$ cat src/rtl/eq2_sop_if.sv
`default_nettype none
// +----------------------------------------------------------------------+
// | eq2_sop_if : operand/result bundle for the eq2_sop compare element    |
// | Rev 1.0                                                               |
// +----------------------------------------------------------------------+
interface eq2_sop_if #(
    parameter int CNT_W = 16
);
    logic [1:0]       a;
    logic [1:0]       b;
    logic             en;
    logic             clr;
    logic             aeqb;
    logic             aeqb_q;
    logic [CNT_W-1:0] eq_cnt;
    logic [CNT_W-1:0] neq_cnt;
    logic             neq_seen;
    logic [3:0]       first_neq;

    modport master (
        output a, b, en, clr,
        input  aeqb, aeqb_q, eq_cnt, neq_cnt, neq_seen, first_neq
    );

    modport slave (
        input  a, b, en, clr,
        output aeqb, aeqb_q, eq_cnt, neq_cnt, neq_seen, first_neq
    );
endinterface
`default_nettype wire

$ cat src/rtl/eq2_sop.sv
`default_nettype none
// +----------------------------------------------------------------------+
// | eq2_sop : 2-bit SOP equality comparator with saturating statistics    |
// | Rev 1.0                                                               |
// +----------------------------------------------------------------------+
module eq2_sop #(
    parameter int CNT_W = 16
) (
    input  wire logic  clk,
    input  wire logic  reset_n,
    eq2_sop_if.slave   bus
);
    localparam logic [CNT_W-1:0] C_CNT_MAX = {CNT_W{1'b1}};
    localparam logic [CNT_W-1:0] C_CNT_ONE = {{(CNT_W-1){1'b0}}, 1'b1};

    logic             w_aeqb;
    logic             r_aeqb_q;
    logic [CNT_W-1:0] r_eq_cnt;
    logic [CNT_W-1:0] r_neq_cnt;
    logic             r_neq_seen;
    logic [3:0]       r_first_neq;

    // Four equal minterms; clock-independent so it works with clk stopped.
    assign w_aeqb = (~bus.a[1] & ~bus.a[0] & ~bus.b[1] & ~bus.b[0])
                  | (~bus.a[1] &  bus.a[0] & ~bus.b[1] &  bus.b[0])
                  | ( bus.a[1] & ~bus.a[0] &  bus.b[1] & ~bus.b[0])
                  | ( bus.a[1] &  bus.a[0] &  bus.b[1] &  bus.b[0]);

    always_ff @(posedge clk or negedge reset_n) begin
        if (!reset_n) begin
            r_aeqb_q    <= 1'b0;
            r_eq_cnt    <= '0;
            r_neq_cnt   <= '0;
            r_neq_seen  <= 1'b0;
            r_first_neq <= 4'b0000;
        end else if (bus.clr) begin
            r_aeqb_q    <= 1'b0;
            r_eq_cnt    <= '0;
            r_neq_cnt   <= '0;
            r_neq_seen  <= 1'b0;
            r_first_neq <= 4'b0000;
        end else if (bus.en) begin
            r_aeqb_q <= w_aeqb;
            if (w_aeqb) begin
                if (r_eq_cnt != C_CNT_MAX) begin
                    r_eq_cnt <= r_eq_cnt + C_CNT_ONE;
                end
            end else begin
                if (r_neq_cnt != C_CNT_MAX) begin
                    r_neq_cnt <= r_neq_cnt + C_CNT_ONE;
                end
                if (!r_neq_seen) begin
                    r_neq_seen  <= 1'b1;
                    r_first_neq <= {bus.a, bus.b};
                end
            end
        end
    end

    assign bus.aeqb      = w_aeqb;
    assign bus.aeqb_q    = r_aeqb_q;
    assign bus.eq_cnt    = r_eq_cnt;
    assign bus.neq_cnt   = r_neq_cnt;
    assign bus.neq_seen  = r_neq_seen;
    assign bus.first_neq = r_first_neq;
endmodule
`default_nettype wire

$ cat src/flat_wrapper.sv
// flat-port wrapper written by rule: the top's interface ports become plain ports
module eq2_sop_flat 
#(
    parameter int CNT_W = 16
)
  (clk, reset_n, bus_a, bus_b, bus_en, bus_clr, bus_aeqb, bus_aeqb_q, bus_eq_cnt, bus_neq_cnt, bus_neq_seen, bus_first_neq);
  eq2_sop_if #(.CNT_W(CNT_W)) bus_i ();
  input  wire logic clk;
  input  wire logic reset_n;
  input wire logic [$bits(bus_i.a)-1:0] bus_a;
  input wire logic [$bits(bus_i.b)-1:0] bus_b;
  input wire logic [$bits(bus_i.en)-1:0] bus_en;
  input wire logic [$bits(bus_i.clr)-1:0] bus_clr;
  output wire logic [$bits(bus_i.aeqb)-1:0] bus_aeqb;
  output wire logic [$bits(bus_i.aeqb_q)-1:0] bus_aeqb_q;
  output wire logic [$bits(bus_i.eq_cnt)-1:0] bus_eq_cnt;
  output wire logic [$bits(bus_i.neq_cnt)-1:0] bus_neq_cnt;
  output wire logic [$bits(bus_i.neq_seen)-1:0] bus_neq_seen;
  output wire logic [$bits(bus_i.first_neq)-1:0] bus_first_neq;
  assign bus_i.a = bus_a;
  assign bus_i.b = bus_b;
  assign bus_i.en = bus_en;
  assign bus_i.clr = bus_clr;
  assign bus_aeqb = bus_i.aeqb;
  assign bus_aeqb_q = bus_i.aeqb_q;
  assign bus_eq_cnt = bus_i.eq_cnt;
  assign bus_neq_cnt = bus_i.neq_cnt;
  assign bus_neq_seen = bus_i.neq_seen;
  assign bus_first_neq = bus_i.first_neq;
  eq2_sop #(.CNT_W(CNT_W)) u_core (.clk(clk), .reset_n(reset_n), .bus(bus_i));
endmodule
$ cat config.mk
export PLATFORM = sky130hd
export DESIGN_NAME = eq2_sop_flat
export DESIGN_NICKNAME = d
export VERILOG_FILES = /design/src/rtl/eq2_sop_if.sv /design/src/rtl/eq2_sop.sv /design/src/flat_wrapper.sv
export SDC_FILE = /design/constraint.sdc
export NUM_CORES = 1
export LEC_CHECK = 0
export BUFFER_PORTS_ARGS = -buffer_cell sky130_fd_sc_hd__buf_2
export CAP_MARGIN = 20
export CORE_MARGIN = 4
export CORE_UTILIZATION = 49
export DETAILED_ROUTE_END_ITERATION = 10
export PLACE_DENSITY = 0.78
export SYNTH_ARGS = -nofsm -noshare
export SYNTH_HDL_FRONTEND = slang
export SYNTH_SLANG_ARGS = --single-unit
export TNS_END_PERCENT = 50
$ cat constraint.sdc
create_clock -name clk -period 2.5 [get_ports clk]
set_clock_uncertainty 0.05 [all_clocks]
set_input_delay 0.625 -clock clk [delete_from_list [all_inputs] [get_ports clk]]
set_output_delay 0.625 -clock clk [all_outputs]
set_load 0.05 [all_outputs]
==> results of run 1 <==
-- through the flow --
step | cell area [um2] | std cells | hold slack, ns
2_1_floorplan | 2130 | 211 | 0.279
3_3_place_gp | 2400 | 302 | 0.471
3_5_place_dp | 2400 | 302 | 0.469
4_1_cts | 2480 | 309 | 0.412
5_1_grt | 2480 | 309 | 0.454
6_report | 2480 | 309 | 0.386
-- worst min path at each step --
stage                     cells after the start                 endpoint  slack (ns)                    start
after CTS                                     1    u_core.bus.neq_cnt[7]        0.41                  reset_n
after global placement                        2  u_core.bus.first_neq[2]        0.47  u_core.bus.first_neq[2]
final                                         1    u_core.bus.neq_cnt[7]        0.39                  reset_n
after global routing                          1    u_core.bus.neq_cnt[7]        0.45                  reset_n
after floorplan                               0        u_core.bus.aeqb_q        0.28                  reset_n
after detailed placement                      2  u_core.bus.first_neq[2]        0.47  u_core.bus.first_neq[2]
-- critical path, stage by stage (launching register included) --
cell	delay (ns)
sky130_fd_sc_hd__dfrtp_1	0.42
sky130_fd_sc_hd__ha_1	0.27
sky130_fd_sc_hd__nand4_1	0.20
sky130_fd_sc_hd__nor4_4	0.59
sky130_fd_sc_hd__nor4b_1	0.14
sky130_fd_sc_hd__xnor2_1	0.20
sky130_fd_sc_hd__nor2_1	0.06
-- cells in the final DEF, fill, tap and decap left out, types with 3 or more instances in the layout --
cell type / n
sky130_fd_sc_hd__a21oi_1: 8
sky130_fd_sc_hd__and3_1: 4
sky130_fd_sc_hd__and4_1: 6
sky130_fd_sc_hd__buf_2: 46
sky130_fd_sc_hd__clkbuf_8: 5
sky130_fd_sc_hd__dfrtp_1: 38
sky130_fd_sc_hd__mux2i_1: 6
sky130_fd_sc_hd__nand2_1: 13
sky130_fd_sc_hd__nand2b_1: 4
sky130_fd_sc_hd__nand3_1: 7
sky130_fd_sc_hd__nand4_1: 10
sky130_fd_sc_hd__nor2_1: 34
sky130_fd_sc_hd__nor3_1: 12
sky130_fd_sc_hd__nor3b_1: 3
sky130_fd_sc_hd__nor4_1: 3
sky130_fd_sc_hd__nor4_4: 3
sky130_fd_sc_hd__o21ai_0: 4
sky130_fd_sc_hd__xnor2_1: 20
sky130_fd_sc_hd__xor2_1: 4
-- per-layer routing --
metal | share of wire, % | wire [um] | track usage (%)
met2 | 48 | 2160 | 28.2
met1 | 45 | 2070 | 24.7
met4 | 1.5 | 70 | 6.64
met3 | 5.5 | 248 | 4.59
met5 | 0 | 0 | 0
-- report_power, final --
part	total, uW	internal [uW]	switching [uW]
clock	404	187	217
sequential	637	626	10.8
combinational	155	40.5	115
total	1200	854	342
-- state kept, by name, summed over array words and instances, names as in the netlist --
name                  flops
u_core.bus.neq_seen       1
u_core.bus.aeqb_q         1
u_core.bus.neq_cnt       16
u_core.bus.first_neq      4
u_core.bus.eq_cnt        16
-- layout make-up --
type | instances | area, um2
timing repair buffer | 48 | 245
inverter | 2 | 7.51
tap | 50 | 62.6
multi-input combinational | 164 | 1130
sequential | 38 | 951
clock buffer | 5 | 68.8
clock inverter | 2 | 10.0
fill | 368 | 1640
-- kinds of logic (layout without fill, tap and decap cells) --
kind of cell / count (synthesis) / count (layout) / share of synthesized area (%)
AND/OR/NAND/NOR: 110 / 110 / 31.2
flip-flops: 38 / 38 / 44.6
XOR/XNOR: 26 / 26 / 11.4
AO/OA/AOI/OAI: 19 / 19 / 5.81
buffers and inverters: 9 / 57 / 2.29
multiplexers: 7 / 7 / 3.52
adder cells (fa/ha/maj): 2 / 2 / 1.17
==> summary.md, run 1 <==
| Metric | Value |
|---|---|
| Worst setup slack before clock tree synthesis | `0.243 ns` |
| Share of layout cells above drive strength 1 | `27.4%` |
| Pin count of the biggest net entering global routing | `39` |
| Vias per Instance | `5.58` |
| DRC | `0` |
| Area of the placeable core | `4120 um2` |
| Number of DRC violations after detailed-routing iteration 0 | `69` |
| # IOs | `47` |
| Critical R2R Capture | `u_core.bus.neq_cnt[3]` |
| Main area contributors after synthesis | `sky130_fd_sc_hd__dfrtp_1 (45%), sky130_fd_sc_hd__xnor2_1 (8.2%), sky130_fd_sc_hd__nor2_1 (6.0%)` |
| Post-detailed-route count of antenna-violating nets | `0` |
| DR pass1 iterations | `4` |
| Synthesized area divided by synthesized cell count | `10.1 um2` |
| Max Freq | `489 MHz` |
| Antenna cells | `0` |
| Number of nets in the final layout | `269` |
| Number of standard cells after synthesis | `211` |
| Port Buffer Count | `46` |
| Hold buffer count at CTS | `0` |
| Most common cell in the synthesized netlist | `sky130_fd_sc_hd__dfrtp_1` |
| Top post-synthesis cells by count | `sky130_fd_sc_hd__dfrtp_1 (38), sky130_fd_sc_hd__nor2_1 (34), sky130_fd_sc_hd__xnor2_1 (20)` |
| Post-CTS Setup Repair Bufs | `0` |
| Row cnt | `23` |
| Global-route wire length before repair | `7690 um` |
| Routed Wire Length | `4550 um` |
| Total nets after synthesis | `221` |
| Via count of the routed design | `1725` |
| Max Slew Vio Count | `0` |
| Number of global-route vias before repair | `1608` |
| Setup slack of the most critical reg-to-reg path | `0.46 ns` |
| Number of enable flip-flop cells after synthesis | `0` |
| Slew of the pin with the lowest slew margin | `0.839 ns` |
| Die area | `5470 um2` |
| Utilization of the core after routing | `60.2%` |
| Count of instances resized after the clock tree is built | `0` |
| Max-Cap Viols | `0` |
| Async SR Flop Fraction | `100%` |
| Setup TNS | `0 ns` |
| Leakage power | `0.00117 uW` |
| Area fraction of the dominant cell type after synthesis | `44.6%` |
| Kind of launch point of the worst setup path | `flip-flop` |
| Flops & latches, synth | `38` |
| Clock slew at the register clock pins of the worst setup and hold paths | `0.07 ns` |
| Minimum clock period | `2.04 ns` |
| Effective utilization at floorplan | `51.8%` |
| Synth Cell Area | `2130 um2` |
| Clk_lat worst skew | `0.29 ns` |
| HPWL after DPL | `3230 um` |
| Last weighted congestion value of the routability-driven placer | `0.812` |
| TritonCTS sink count | `38` |
| Arrival time of the worst setup path | `2.17 ns` |
| CTS root buf | `sky130_fd_sc_hd__clkbuf_8` |
| Crit path max fanout | `10` |
| Number of antenna violations at the first check in global routing | `0` |
| Period utilisation layout | `81.8%` |
| Final setup violation count | `0` |
| Post-synth cell types | `39` |
| Number of buffers between clock root and the deepest sink | `2` |
| Max-slew headroom | `44.0%` |
| Post-synth top flop | `sky130_fd_sc_hd__dfrtp_1` |
| Reg-to-reg critical path startpoint | `u_core.bus.neq_cnt[0]` |
| Required time of the critical path | `2.62 ns` |
| Clock tree from TritonCTS | `built` |
| Endpoint of the most critical setup path | `u_core.bus.neq_cnt[3]` |
| Area Overhead vs Synth | `16.2%` |
| Class of the tightest hold or removal check | `primary input to asynchronous set/reset pin` |
| Sum of internal, switching and leakage power | `1200 uW` |
| Crit. Startpoint | `u_core.bus.neq_cnt[0]` |
| Peak ir drop on the vdd network | `0.000197 V` |
| Warnings from Yosys | `0` |
| Pwr per Cell Area | `483 nW/um2` |
| Hold Vio Cnt, Final | `0` |
| Crit end category | `flip-flop` |
| CTS buffer count | `5` |
| Chip Height | `74.0 um` |
| Final WS setup | `0.456 ns` |
| Result of the run | `completed` |
| Overall global routing resource usage | `18.2%` |
| Die width | `74.0 um` |
| Critical path class | `flip-flop to flip-flop` |
| Setup repair after global routing missed its margin | `no` |
| H-tree lvl count | `2` |
| Cell taking the most area after synthesis | `sky130_fd_sc_hd__dfrtp_1` |
| Number of cells traversed by the worst register-to-register path | `6` |
| Share of the yosys chip area belonging to registers | `44.6%` |
| Total congestion overflow after global routing | `0` |
| Post-detailed-route wirelength per cell | `14.7 um` |
(Power assumes the default switching activity.)
==> run 2, diff against run 1 <==
==> constraint.sdc (replaced) <==
create_clock -name clk -period 2.1 [get_ports clk]
set_clock_uncertainty 0.05 [all_clocks]
set_input_delay 0.525 -clock clk [delete_from_list [all_inputs] [get_ports clk]]
set_output_delay 0.525 -clock clk [all_outputs]
set_load 0.05 [all_outputs]
==> run 2 against run 1 <==
Against the previous run:
- flip-flop and latch count did not move
- cell count increased by 2.3%
- setup slack worse by 0.21 ns
- critical endpoint unchanged
- fmax up 10%
==> summary.md, run 2 (same netlist as run 1, synthesis figures left out) <==
| Metric | Value |
|---|---|
| HPWL after DPL | `3420 um (+5.8%)` |
| DR pass1 iterations | `4 (unchanged)` |
| Clock slew at the register clock pins of the worst setup and hold paths | `0.08 ns (about the same)` |
| Pwr per Cell Area | `666 nW/um2 (+38%)` |
| Leading cell type in the layout, fill and taps excluded | `sky130_fd_sc_hd__buf_2` |
| Period utilisation layout | `88.5% (+6.8 points)` |
| Setup repair after global routing missed its margin | `no` |
| Tightest hold margin | `0.0649 ns (-0.321 ns)` |
| Max Freq | `538 MHz (+10%)` |
| Comb power frac | `11.2% (-1.8 points)` |
| Result of the run | `completed` |
| Chip Height | `74.0 um (unchanged)` |
| Area Overhead vs Synth | `22.1%` |
| Antenna cells | `0 (unchanged)` |
| Overall global routing resource usage | `19.2% (+1.0 points)` |
| Commonest cells after routing, fill and taps aside | `sky130_fd_sc_hd__buf_2 (46), sky130_fd_sc_hd__nor2_1 (34), sky130_fd_sc_hd__dfrtp_1 (34)` |
| Leakage power | `0.00123 uW (+4.7%)` |
| Number of nets in the final layout | `275 (+2.2%)` |
| Clk_lat worst skew | `0.30 ns (about the same)` |
| Max Slew Vio Count | `0 (unchanged)` |
| Required time of the critical path | `2.24 ns (-0.38 ns)` |
| Class of the tightest hold or removal check | `primary input to asynchronous set/reset pin` |
| Effective utilization at floorplan | `51.8% (unchanged)` |
| Die width | `74.0 um (unchanged)` |
| Via count of the routed design | `1768 (+2.5%)` |
| Crit end category | `flip-flop` |
| Final setup violation count | `0 (unchanged)` |
| DRC | `0 (unchanged)` |
| Hold Vio Cnt, Final | `0 (unchanged)` |
| Last weighted congestion value of the routability-driven placer | `0.801 (-1.3%)` |
| Clock tree from TritonCTS | `built` |
| Reg-to-reg critical path startpoint | `u_core.bus.neq_cnt[0]` |
| Post-CTS Setup Repair Bufs | `0 (unchanged)` |
| Count of instances resized after the clock tree is built | `0 (unchanged)` |
| Area occupied by registers | `956 um2 (+0.53%)` |
| CTS root buf | `sky130_fd_sc_hd__clkbuf_8` |
| Number of cells traversed by the worst register-to-register path | `7 (+1)` |
| TritonCTS sink count | `38 (unchanged)` |
| Die area | `5470 um2 (unchanged)` |
| Switching share of total power | `24.5% (-4.1 points)` |
| Count of filler cells inserted in the layout | `366 (-0.54%)` |
| Post-detailed-route count of antenna-violating nets | `0 (unchanged)` |
| Switch Pwr | `425 uW (+24%)` |
| Total congestion overflow after global routing | `0 (unchanged)` |
| Pin count of the biggest net entering global routing | `31 (-21%)` |
| Vias per Instance | `5.59 (+0.22%)` |
| Peak ir drop on the vdd network | `0.000321 V (+63%)` |
| Area used by multi-input combinational logic | `1130 um2 (unchanged)` |
| Kind of launch point of the worst setup path | `flip-flop` |
| H-tree lvl count | `2 (unchanged)` |
| Port Buffer Count | `46 (unchanged)` |
| Critical path class | `flip-flop to flip-flop` |
| Arrival time of the worst setup path | `2.00 ns (-0.17 ns)` |
| Number of global-route vias before repair | `1668 (+3.7%)` |
| Crit path max fanout | `10 (unchanged)` |
| Power share of the sequential group | `43.8% (-9.4 points)` |
| Share of layout cells above drive strength 1 | `30.8% (+3.4 points)` |
| Number of antenna violations at the first check in global routing | `0 (unchanged)` |
| Critical R2R Capture | `u_core.bus.neq_cnt[3]` |
| Global-route wire length before repair | `8140 um (+5.9%)` |
| # IOs | `47 (unchanged)` |
| Internal power contribution | `1310 uW (+53%)` |
| Max-Cap Viols | `0 (unchanged)` |
| Hold buffer count at CTS | `0 (unchanged)` |
| Setup slack of the most critical reg-to-reg path | `0.24 ns (-0.21 ns)` |
| Setup TNS | `0 ns (unchanged)` |
| Row cnt | `23 (unchanged)` |
| Number of DRC violations after detailed-routing iteration 0 | `92 (+33%)` |
| Minimum clock period | `1.86 ns (-0.185 ns)` |
| Number of buffers between clock root and the deepest sink | `2 (unchanged)` |
| Max-slew headroom | `67.9% (+24 points)` |
| CTS buffer count | `5 (unchanged)` |
| Post-detailed-route wirelength per cell | `14.7 um (about the same)` |
| Slew of the pin with the lowest slew margin | `0.478 ns (-0.361 ns)` |
| Routed Wire Length | `4650 um (+2.3%)` |
| Area of the placeable core | `4120 um2 (unchanged)` |
| Clock power share | `45.0% (+11 points)` |
-- run 2: cell count changes in the layout (fill, tap and decap cells not counted) --
cell	change
sky130_fd_sc_hd__buf_12	+1
sky130_fd_sc_hd__buf_4	+5
sky130_fd_sc_hd__bufinv_16	+2
sky130_fd_sc_hd__clkbuf_8	+1
sky130_fd_sc_hd__clkinv_2	-2
sky130_fd_sc_hd__dfrtp_1	-4
sky130_fd_sc_hd__dfrtp_2	+4
-- run 2: how the worst max path moves through the flow --
stage,to,start
5_1_grt,u_core.bus.neq_cnt[6],u_core.bus.neq_cnt[0]
3_3_place_gp,u_core.bus.eq_cnt[11],bus_a[0]
3_5_place_dp,u_core.bus.eq_cnt[11],bus_a[0]
6_report,u_core.bus.neq_cnt[3],u_core.bus.neq_cnt[0]
4_1_cts,u_core.bus.neq_cnt[3],u_core.bus.neq_cnt[0]
2_1_floorplan,u_core.bus.eq_cnt[11],u_core.bus.eq_cnt[2]
-- run 2: final cells by class --
cell class                      instances  share of cell area [%]
Tap cell                               50                    2.40
Clock buffer                            6                    3.17
Inverter                                2                   0.288
Sequential cell                        38                    36.7
Multi-Input combinational cell        164                    43.5
Timing Repair Buffer                   54                    11.6
Clock inverter                          2                    2.31
-- run 2: metrics by stage --
stage / cells / setup slack, ns / utilization (%) / total power [uW] / cell area, um2
4_1_cts: 316 / 0.232 / 63.3 / 1760 / 2600
3_3_place_gp: 308 / 0.110 / 59.8 / 966 / 2460
2_1_floorplan: 211 / 0.113 / - / 905 / 2140
5_1_grt: 316 / 0.0715 / 63.3 / 1800 / 2600
6_report: 316 / 0.241 / 63.3 / 1730 / 2600
3_5_place_dp: 308 / 0.0118 / 59.8 / 971 / 2460
-- run 2: worst max-delay path, cell delays in order (launching register included) --
cell	delay [ns]
sky130_fd_sc_hd__dfrtp_2	0.44
sky130_fd_sc_hd__ha_1	0.27
sky130_fd_sc_hd__nand4_1	0.17
sky130_fd_sc_hd__nor4_4	0.07
sky130_fd_sc_hd__buf_4	0.17
sky130_fd_sc_hd__nor4b_1	0.35
sky130_fd_sc_hd__xnor2_1	0.17
sky130_fd_sc_hd__nor2_1	0.05
-- run 2: per-layer routing --
layer	wire (um)	share of wire (%)	track usage, %	vias to the layer above
met2	2270	49	29.5	31
met5	0	0	0	-
met1	2090	45	26.8	872
li1	-	-	-	860
met3	220	4.7	4.05	5
met4	61	1.3	7.44	0
-- run 2: power groups by stage --
stage,Combinational [uW],Clock [uW],Sequential (uW)
after floorplan,83.0,0,822
after global placement,192,0,774
after detailed placement,198,0,773
after CTS,198,798,759
after global routing,213,823,762
final,194,781,759
